===== src/rtl/int_sequencer_if.sv =====
// Signal bundle between the interrupt entry sequencer and its surroundings
// (interrupt pin, hazard unit, control unit, PC mux).
interface int_sequencer_if #(
    parameter int ADDR_W = 16
) ();
    logic              int_req;
    logic              pipe_stall;
    logic              ctrl_flush;
    logic              rti_commit;
    logic              int_to_cu;
    logic              fetch_hold;
    logic [ADDR_W-1:0] vec_addr;
    logic              pc_vec_load;
    logic              int_ack;
    logic              in_service;

    modport master (
        output int_req, pipe_stall, ctrl_flush, rti_commit,
        input  int_to_cu, fetch_hold, vec_addr, pc_vec_load, int_ack, in_service
    );

    modport slave (
        input  int_req, pipe_stall, ctrl_flush, rti_commit,
        output int_to_cu, fetch_hold, vec_addr, pc_vec_load, int_ack, in_service
    );
endinterface


===== src/rtl/int_sequencer.sv =====
// Interrupt entry sequencer: captures an interrupt edge, drains the pipeline,
// injects one INT slot into the control unit and vectors the PC to the handler.
module int_sequencer #(
    parameter int          ADDR_W       = 16,
    parameter int unsigned VECTOR_ADDR  = 2,
    parameter int          DRAIN_CYCLES = 3,
    parameter int          VEC_LAT      = 1
) (
    input  logic           clk,
    input  logic           rst_n,
    int_sequencer_if.slave bus
);

    localparam logic [2:0] ST_IDLE    = 3'd0;
    localparam logic [2:0] ST_ALIGN   = 3'd1;
    localparam logic [2:0] ST_DRAIN   = 3'd2;
    localparam logic [2:0] ST_INJECT  = 3'd3;
    localparam logic [2:0] ST_VECTOR  = 3'd4;
    localparam logic [2:0] ST_SERVICE = 3'd5;

    localparam logic [3:0]        DRAIN_LOAD = 4'(DRAIN_CYCLES - 1);
    localparam logic [3:0]        VEC_LOAD   = 4'(VEC_LAT);
    localparam logic [ADDR_W-1:0] VEC_ADDR_C = ADDR_W'(VECTOR_ADDR);

    logic [2:0] state_q, state_d;
    logic [3:0] cnt_q, cnt_d;
    logic       pending_q, pending_d;
    logic       req_dly_q, req_dly_d;
    logic       req_edge;
    logic       pending_clr;

    // A new edge always wins over the clear taken when leaving IDLE, so a
    // request arriving in that very cycle is not lost.
    always_comb begin
        req_edge    = bus.int_req & ~req_dly_q;
        pending_clr = (state_q == ST_IDLE) & pending_q;
        pending_d   = req_edge | (pending_q & ~pending_clr);
        req_dly_d   = bus.int_req;
    end

    always_comb begin
        state_d = state_q;
        cnt_d   = cnt_q;
        case (state_q)
            ST_IDLE: begin
                if (pending_q) begin
                    state_d = ST_ALIGN;
                end
            end
            ST_ALIGN: begin
                if (!bus.pipe_stall && !bus.ctrl_flush) begin
                    state_d = ST_DRAIN;
                    cnt_d   = DRAIN_LOAD;
                end
            end
            ST_DRAIN: begin
                if (cnt_q != 4'd0) begin
                    cnt_d = cnt_q - 4'd1;
                end else begin
                    state_d = ST_INJECT;
                end
            end
            ST_INJECT: begin
                if (!bus.pipe_stall) begin
                    state_d = ST_VECTOR;
                    cnt_d   = VEC_LOAD;
                end
            end
            ST_VECTOR: begin
                if (cnt_q != 4'd0) begin
                    cnt_d = cnt_q - 4'd1;
                end else begin
                    state_d = ST_SERVICE;
                end
            end
            ST_SERVICE: begin
                if (bus.rti_commit) begin
                    state_d = ST_IDLE;
                end
            end
            default: begin
                state_d = ST_IDLE;
                cnt_d   = 4'd0;
            end
        endcase
    end

    // req_dly resets high so a request held through reset is not taken as an edge.
    always_ff @(posedge clk) begin
        if (!rst_n) begin
            state_q   <= ST_IDLE;
            cnt_q     <= 4'd0;
            pending_q <= 1'b0;
            req_dly_q <= 1'b1;
        end else begin
            state_q   <= state_d;
            cnt_q     <= cnt_d;
            pending_q <= pending_d;
            req_dly_q <= req_dly_d;
        end
    end

    assign bus.fetch_hold  = (state_q == ST_ALIGN)  || (state_q == ST_DRAIN) ||
                             (state_q == ST_INJECT) || (state_q == ST_VECTOR);
    assign bus.int_to_cu   = (state_q == ST_INJECT);
    assign bus.vec_addr    = (state_q == ST_VECTOR) ? VEC_ADDR_C : '0;
    assign bus.pc_vec_load = (state_q == ST_VECTOR) && (cnt_q == 4'd0);
    assign bus.int_ack     = (state_q == ST_VECTOR) && (cnt_q == 4'd0);
    assign bus.in_service  = (state_q == ST_SERVICE);

endmodule

===== src/flat_wrapper.sv =====
// flat-port wrapper written by rule: the top's interface ports become plain ports
module int_sequencer_flat 
#(
    parameter int          ADDR_W       = 16,
    parameter int unsigned VECTOR_ADDR  = 2,
    parameter int          DRAIN_CYCLES = 3,
    parameter int          VEC_LAT      = 1
)
  (clk, rst_n, bus_int_req, bus_pipe_stall, bus_ctrl_flush, bus_rti_commit, bus_int_to_cu, bus_fetch_hold, bus_vec_addr, bus_pc_vec_load, bus_int_ack, bus_in_service);
  int_sequencer_if #(.ADDR_W(ADDR_W)) bus_i ();
  input  logic clk;
  input  logic rst_n;
  input wire logic [$bits(bus_i.int_req)-1:0] bus_int_req;
  input wire logic [$bits(bus_i.pipe_stall)-1:0] bus_pipe_stall;
  input wire logic [$bits(bus_i.ctrl_flush)-1:0] bus_ctrl_flush;
  input wire logic [$bits(bus_i.rti_commit)-1:0] bus_rti_commit;
  output wire logic [$bits(bus_i.int_to_cu)-1:0] bus_int_to_cu;
  output wire logic [$bits(bus_i.fetch_hold)-1:0] bus_fetch_hold;
  output wire logic [$bits(bus_i.vec_addr)-1:0] bus_vec_addr;
  output wire logic [$bits(bus_i.pc_vec_load)-1:0] bus_pc_vec_load;
  output wire logic [$bits(bus_i.int_ack)-1:0] bus_int_ack;
  output wire logic [$bits(bus_i.in_service)-1:0] bus_in_service;
  assign bus_i.int_req = bus_int_req;
  assign bus_i.pipe_stall = bus_pipe_stall;
  assign bus_i.ctrl_flush = bus_ctrl_flush;
  assign bus_i.rti_commit = bus_rti_commit;
  assign bus_int_to_cu = bus_i.int_to_cu;
  assign bus_fetch_hold = bus_i.fetch_hold;
  assign bus_vec_addr = bus_i.vec_addr;
  assign bus_pc_vec_load = bus_i.pc_vec_load;
  assign bus_int_ack = bus_i.int_ack;
  assign bus_in_service = bus_i.in_service;
  int_sequencer #(.ADDR_W(ADDR_W), .VECTOR_ADDR(VECTOR_ADDR), .DRAIN_CYCLES(DRAIN_CYCLES), .VEC_LAT(VEC_LAT)) u_core (.clk(clk), .rst_n(rst_n), .bus(bus_i));
endmodule

===== config.mk =====
export PLATFORM = sky130hd
export DESIGN_NAME = int_sequencer_flat
export DESIGN_NICKNAME = d
export VERILOG_FILES = /design/src/rtl/int_sequencer_if.sv /design/src/rtl/int_sequencer.sv /design/src/flat_wrapper.sv
export SDC_FILE = /design/constraint.sdc
export NUM_CORES = 1
export LEC_CHECK = 0
export CAP_MARGIN = 0
export CORE_MARGIN = 3
export CORE_UTILIZATION = 46
export CTS_BUF_LIST = sky130_fd_sc_hd__clkbuf_16
export CTS_CLUSTER_SIZE = 8
export DETAILED_ROUTE_END_ITERATION = 12
export PLACE_DENSITY = 0.83
export SETUP_SLACK_MARGIN = 0.05
export SLEW_MARGIN = 20
export SYNTH_ARGS = -nofsm -noshare
export SYNTH_HDL_FRONTEND = slang
export SYNTH_SLANG_ARGS = --single-unit

===== constraint.sdc =====
create_clock -name clk -period 2.8 [get_ports clk]
set_clock_uncertainty 0.15 [all_clocks]
set_input_delay 0.84 -clock clk [delete_from_list [all_inputs] [get_ports clk]]
set_output_delay 0.84 -clock clk [all_outputs]
set_load 0.02 [all_outputs]

# Yosys cells after proc, flatten, opt, wreduce, memory -nomap -nowiden
# Index checks and enable logic that the tools add are counted.
[word_totals]
input_bits = 6
reg_bits = 9
word_cells = 50
[op_classes]
eq_ne = 12
add_sub_neg = 1
mux = 12
reduce_logical = 14
bitwise = 7
[ops]
columns = ["operator", "n"]
rows = [
  ["$mux 3", 6],
  ["$pmux 3 s6", 1],
  ["$pmux 4 s4", 1],
  ["$mux 4", 3],
  ["$ne 2x2->1 const B", 4],
  ["$eq 3x2->1 const B", 2],
  ["$eq 3x3->1 const B", 2],
  ["$ne 2x1->1 const B", 3],
  ["$reduce_and 6->1", 1],
  ["$logic_not 4->1", 1],
  ["$reduce_and 4->1", 1],
  ["$reduce_bool 4->1", 1],
  ["$reduce_or 2->1", 2],
  ["$sub 4x1->4 const B", 1],
  ["$and 1x1->1", 3],
  ["$eq 3x1->1 const B", 1],
  ["$logic_not 3->1", 1],
  ["$logic_or 1x1->1", 3],
  ["$not 1->1", 3],
  ["$logic_and 1x1->1", 2],
  ["$logic_not 1->1", 2],
  ["$mux 2", 1],
  ["$or 1x1->1", 1],
]

# Depth between registers and ports, before layout
[depth]
word_depth = 5
depth_mapped = 6
ltp_nobuf = 6

# Least setup slack after synthesis
# No wires, ideal clock.
[synth_timing]
path_type = "flip-flop to output port"
startpoint = "register u_core.cnt_q[0]"
endpoint = "output port bus_pc_vec_load"
t_required_ns = 1.810
slack_ns = 0.108
path_stages_with_launch = 6
arrival_ns = 1.702
path_cell_list = "dfxtp_1 > inv_1 > ha_1 > or3b_4 > nor3_1 > buf_4"
[synth_via]
elab_chain_len = 2
[synth_lines]
columns = ["item", "line", "text"]
rows = [
  ["start: declaration", "int_sequencer.sv:26", "logic [3:0] cnt_q, cnt_d;"],
  ["start signal: assignment", "int_sequencer.sv:97", "cnt_q <= cnt_d;"],
  ["$logic_not 4->1", "--", ""],
  ["$logic_and 1x1->1", "--", ""],
  ["end: declaration", "flat_wrapper.sv:20", "output wire logic [$bits(bus_i.pc_vec_load)-1:0] bus_pc_vec_load;"],
]
# Every way passes these cells.

# Worst setup path after layout
[layout_timing]
startpoint = "register u_core.state_q[1]"
endpoint = "output port bus_int_to_cu"
[layout_via]
elab_chain_len = 1
[layout_lines]
columns = ["item", "line", "text"]
rows = [
  ["start: declaration", "int_sequencer.sv:25", "logic [2:0] state_q, state_d;"],
  ["start signal: assignment", "int_sequencer.sv:96", "state_q <= state_d;"],
  ["$eq 3x2->1", "int_sequencer.sv:105", "assign bus.int_to_cu = (state_q == ST_INJECT);"],
  ["end: declaration", "flat_wrapper.sv:17", "output wire logic [$bits(bus_i.int_to_cu)-1:0] bus_int_to_cu;"],
]
# Every way passes these cells.

==> results.tsv <==
metric	value	unit
status	completed	
switching power	0.103	mW
sequential-to-total area share from yosys stat	25.1	%
r2r endpoint	u_core.cnt_q[0]	
Syn Area/Cell	7.98	sq um
Worst Setup End Kind	primary output	
worst-path maximum fanout	8	
CP required	1810	ps
vias in the first global route	488	
Synth Area in Adders	1.74	%
Worst Hold Depth	2	
CTS tree	yes	
xor/xnor cell area share of the yosys netlist	3.48	%
drt pass-1 iters	4	
vias per cell	5.23	
fmax	376	MHz
GRT overflow	0	
CORE AREA	1380	sq um
commonest non-fill, non-tap cell in the layout	conb_1	
share of cells above drive strength 1	15.5	%
RSZ-0062 raised after global routing	no	
P per Cell Area	517	nW/um^2
setup TNS	0	ps
Power, Total	0.440	mW
largest family of logic cells by synthesized area	simple AND/OR/NAND/NOR gates	
Compound-Gate Fraction of Synth Area	12.7	%
CP max stage cell	clkdlybuf4s50_1	
hold_sp	u_core.cnt_q[1]	
Synth cell types	34	
Yosys warnings	0	
ANT nets after route	0	
Area Growth Syn to Fin	18.5	%
register bit total from synthesis	9	
peak supply drop	0.000324	V
Slew Limit Fails	0	
Tcrit/Tclk final	95.0	%
Detailed Route WL	1440	microns
Worst-path clk slew	40	ps
DR iter-0 viols	11	
global-route wire length before repair	2220	microns
# IOs	27	
TritonCTS Sinks	9	
clock latency on the worst-skew pair	240	ps
die span in x	45.5	microns
antenna violations before repair	0	
post-DR wirelength/cell	12.2	microns
Hold WC Path Type	reg -> reg	
critical path's top delay family	buffers and inverters	
# DRC	0	
reg2reg setup slack	1160	ps
Post-CTS Setup Bufs	0	
Buf+Inv Stages, Crit Path	2	
CTS Buf Count	3	
logic gate share of total power	12.4	%
Final min period	2660	ps
die height	45.5	microns
ys flop type	dfxtp_1	
worst-case reg-to-reg path depth	6	
simple logic cell fraction of the synthesized area	29.4	%
worst r2r src	u_core.cnt_q[0]	
Hold EP	u_core.cnt_q[1]	
GRT Total Usage	15.2	%
Max clock buf depth	2	
internal power	0.336	mW
largest net degree at the start of global routing	14	
DIE AREA	2070	sq um
n_diodes	0	
switching part of the total power	23.5	%
mux share of post-synthesis cell area	4.36	%
hpwl dp	1060	microns
Post-Syn Instances	90	
Pleak	0.370	nW
initial core utilization	51.9	%
Hold Buf Count CTS	0	
Worst Path Class, Setup	reg -> out	
crit-path max cell delay	600	ps
# port buffers	11	
CP Launch Type	flip-flop	
crit path DAT	1670	ps
CTS root buf	clkbuf_16	
Mapped Area	718	sq um
FP Rows	13	
Layout Nets	111	
Final Hold Fails	0	
final setup vio count	0	
commonest non-fill, non-tap cells in the layout	conb_1, clkdlybuf4s50_1, dfxtp_1	
Max Cap Viol	0	
async set-reset flop share out of synthesis	0	%
Clock power frac	57.3	%
H-tree depth	1	
Flop pwr share	30.3	%
via count	617	
Final GP Congestion	0.864	
CP cell instances	buf_4 -> and3_1 -> clkdlybuf4s50_1	
Post-synth EDFFs	0	
-- flip-flops by register name, indices dropped and copies added (netlist names) --
name	count
u_core.pending_q	1
u_core.cnt_q	4
u_core.req_dly_q	1
u_core.state_q	3
-- synthesized netlist by cell type, types with 2 or more instances --
cell	instances	area, sq um
nand2_1	8	30.0
and3_1	2	12.5
dfxtp_1	9	180
nor2b_1	2	12.5
inv_1	4	15.0
o21ai_0	3	15.0
a31oi_1	2	12.5
nor3_2	2	20.0
nor2_1	7	26.3
mux2i_1	2	20.0
nand2b_1	3	18.8
buf_4	17	128
nor3_1	8	40.0
-- routing by layer --
layer | vias to the layer above | routed length, microns | GRT usage [%] | share of wire [%]
met5 | - | 0 | 0 | 0
met4 | 0 | 16 | 5.26 | 1.1
met3 | 2 | 120 | 6.32 | 8.4
met2 | 25 | 688 | 24.0 | 48
met1 | 289 | 613 | 18.4 | 43
li1 | 301 | - | - | -
-- power groups by stage --
| stage | combinational (mW) | clock, mW | sequential (mW) |
|---|---|---|---|
| finish | 0.0546 | 0.252 | 0.133 |
| global route | 0.0580 | 0.261 | 0.133 |
| CTS | 0.0539 | 0.255 | 0.133 |
| detailed placement | 0.0536 | 0 | 0.135 |
| global placement | 0.0531 | 0 | 0.135 |
| floorplan | 0.0555 | 0 | 0.135 |
-- layout make-up --
type	count	area [sq um]
multi-input cells	71	428
clock inverters	1	3.75
fillers	126	532
clock buffers	3	75.1
well taps	15	18.8
inverters	4	15.0
flip-flops and latches	9	180
repair buffers	15	130
-- tightest hold or removal path, cell delays in order (launching register included) --
cell     delay [ps]
dfxtp_1         310
nand2_1          60
mux2i_1          50
-- kinds of logic after synthesis --
| group | count (synthesis) |
|---|---|
| AND/OR/NAND/NOR | 37 |
| XOR/XNOR | 2 |
| other | 1 |
| multiplexers | 3 |
| flip-flops | 9 |
| buffers and inverters | 24 |
| adder cells (fa/ha/maj) | 1 |
| AO/OA/AOI/OAI | 13 |
-- through the flow --
stage	utilization, %	hold WS (ps)	setup slack, ps	std cells	area [sq um]
4_1_cts	62.1	329	64.8	118	858
5_1_grt	61.5	361	68.0	118	851
2_1_floorplan	-	298	108	104	771
6_report	61.5	323	141	118	851
3_3_place_gp	56.6	316	81.6	114	782
3_5_place_dp	56.6	322	15.3	114	782
-- worst max path at each step --
| stage | cells after the start | startpoint | slack, ps | to |
|---|---|---|---|---|
| final | 3 | u_core.state_q[1] | 140 | bus_int_to_cu |
| after global routing | 3 | u_core.state_q[1] | 70 | bus_int_to_cu |
| after CTS | 5 | u_core.cnt_q[0] | 60 | bus_pc_vec_load |
| after detailed placement | 5 | u_core.cnt_q[0] | 20 | bus_pc_vec_load |
| after global placement | 5 | u_core.cnt_q[0] | 80 | bus_int_ack |
| after floorplan | 5 | u_core.cnt_q[0] | 110 | bus_pc_vec_load |
-- timing repair --
item                       CTS  global route
gates resized for setup      2             6
gates cloned                 0             0
setup endpoints to repair    2             2
No activity file was read; power rests on OpenSTA's default activity.
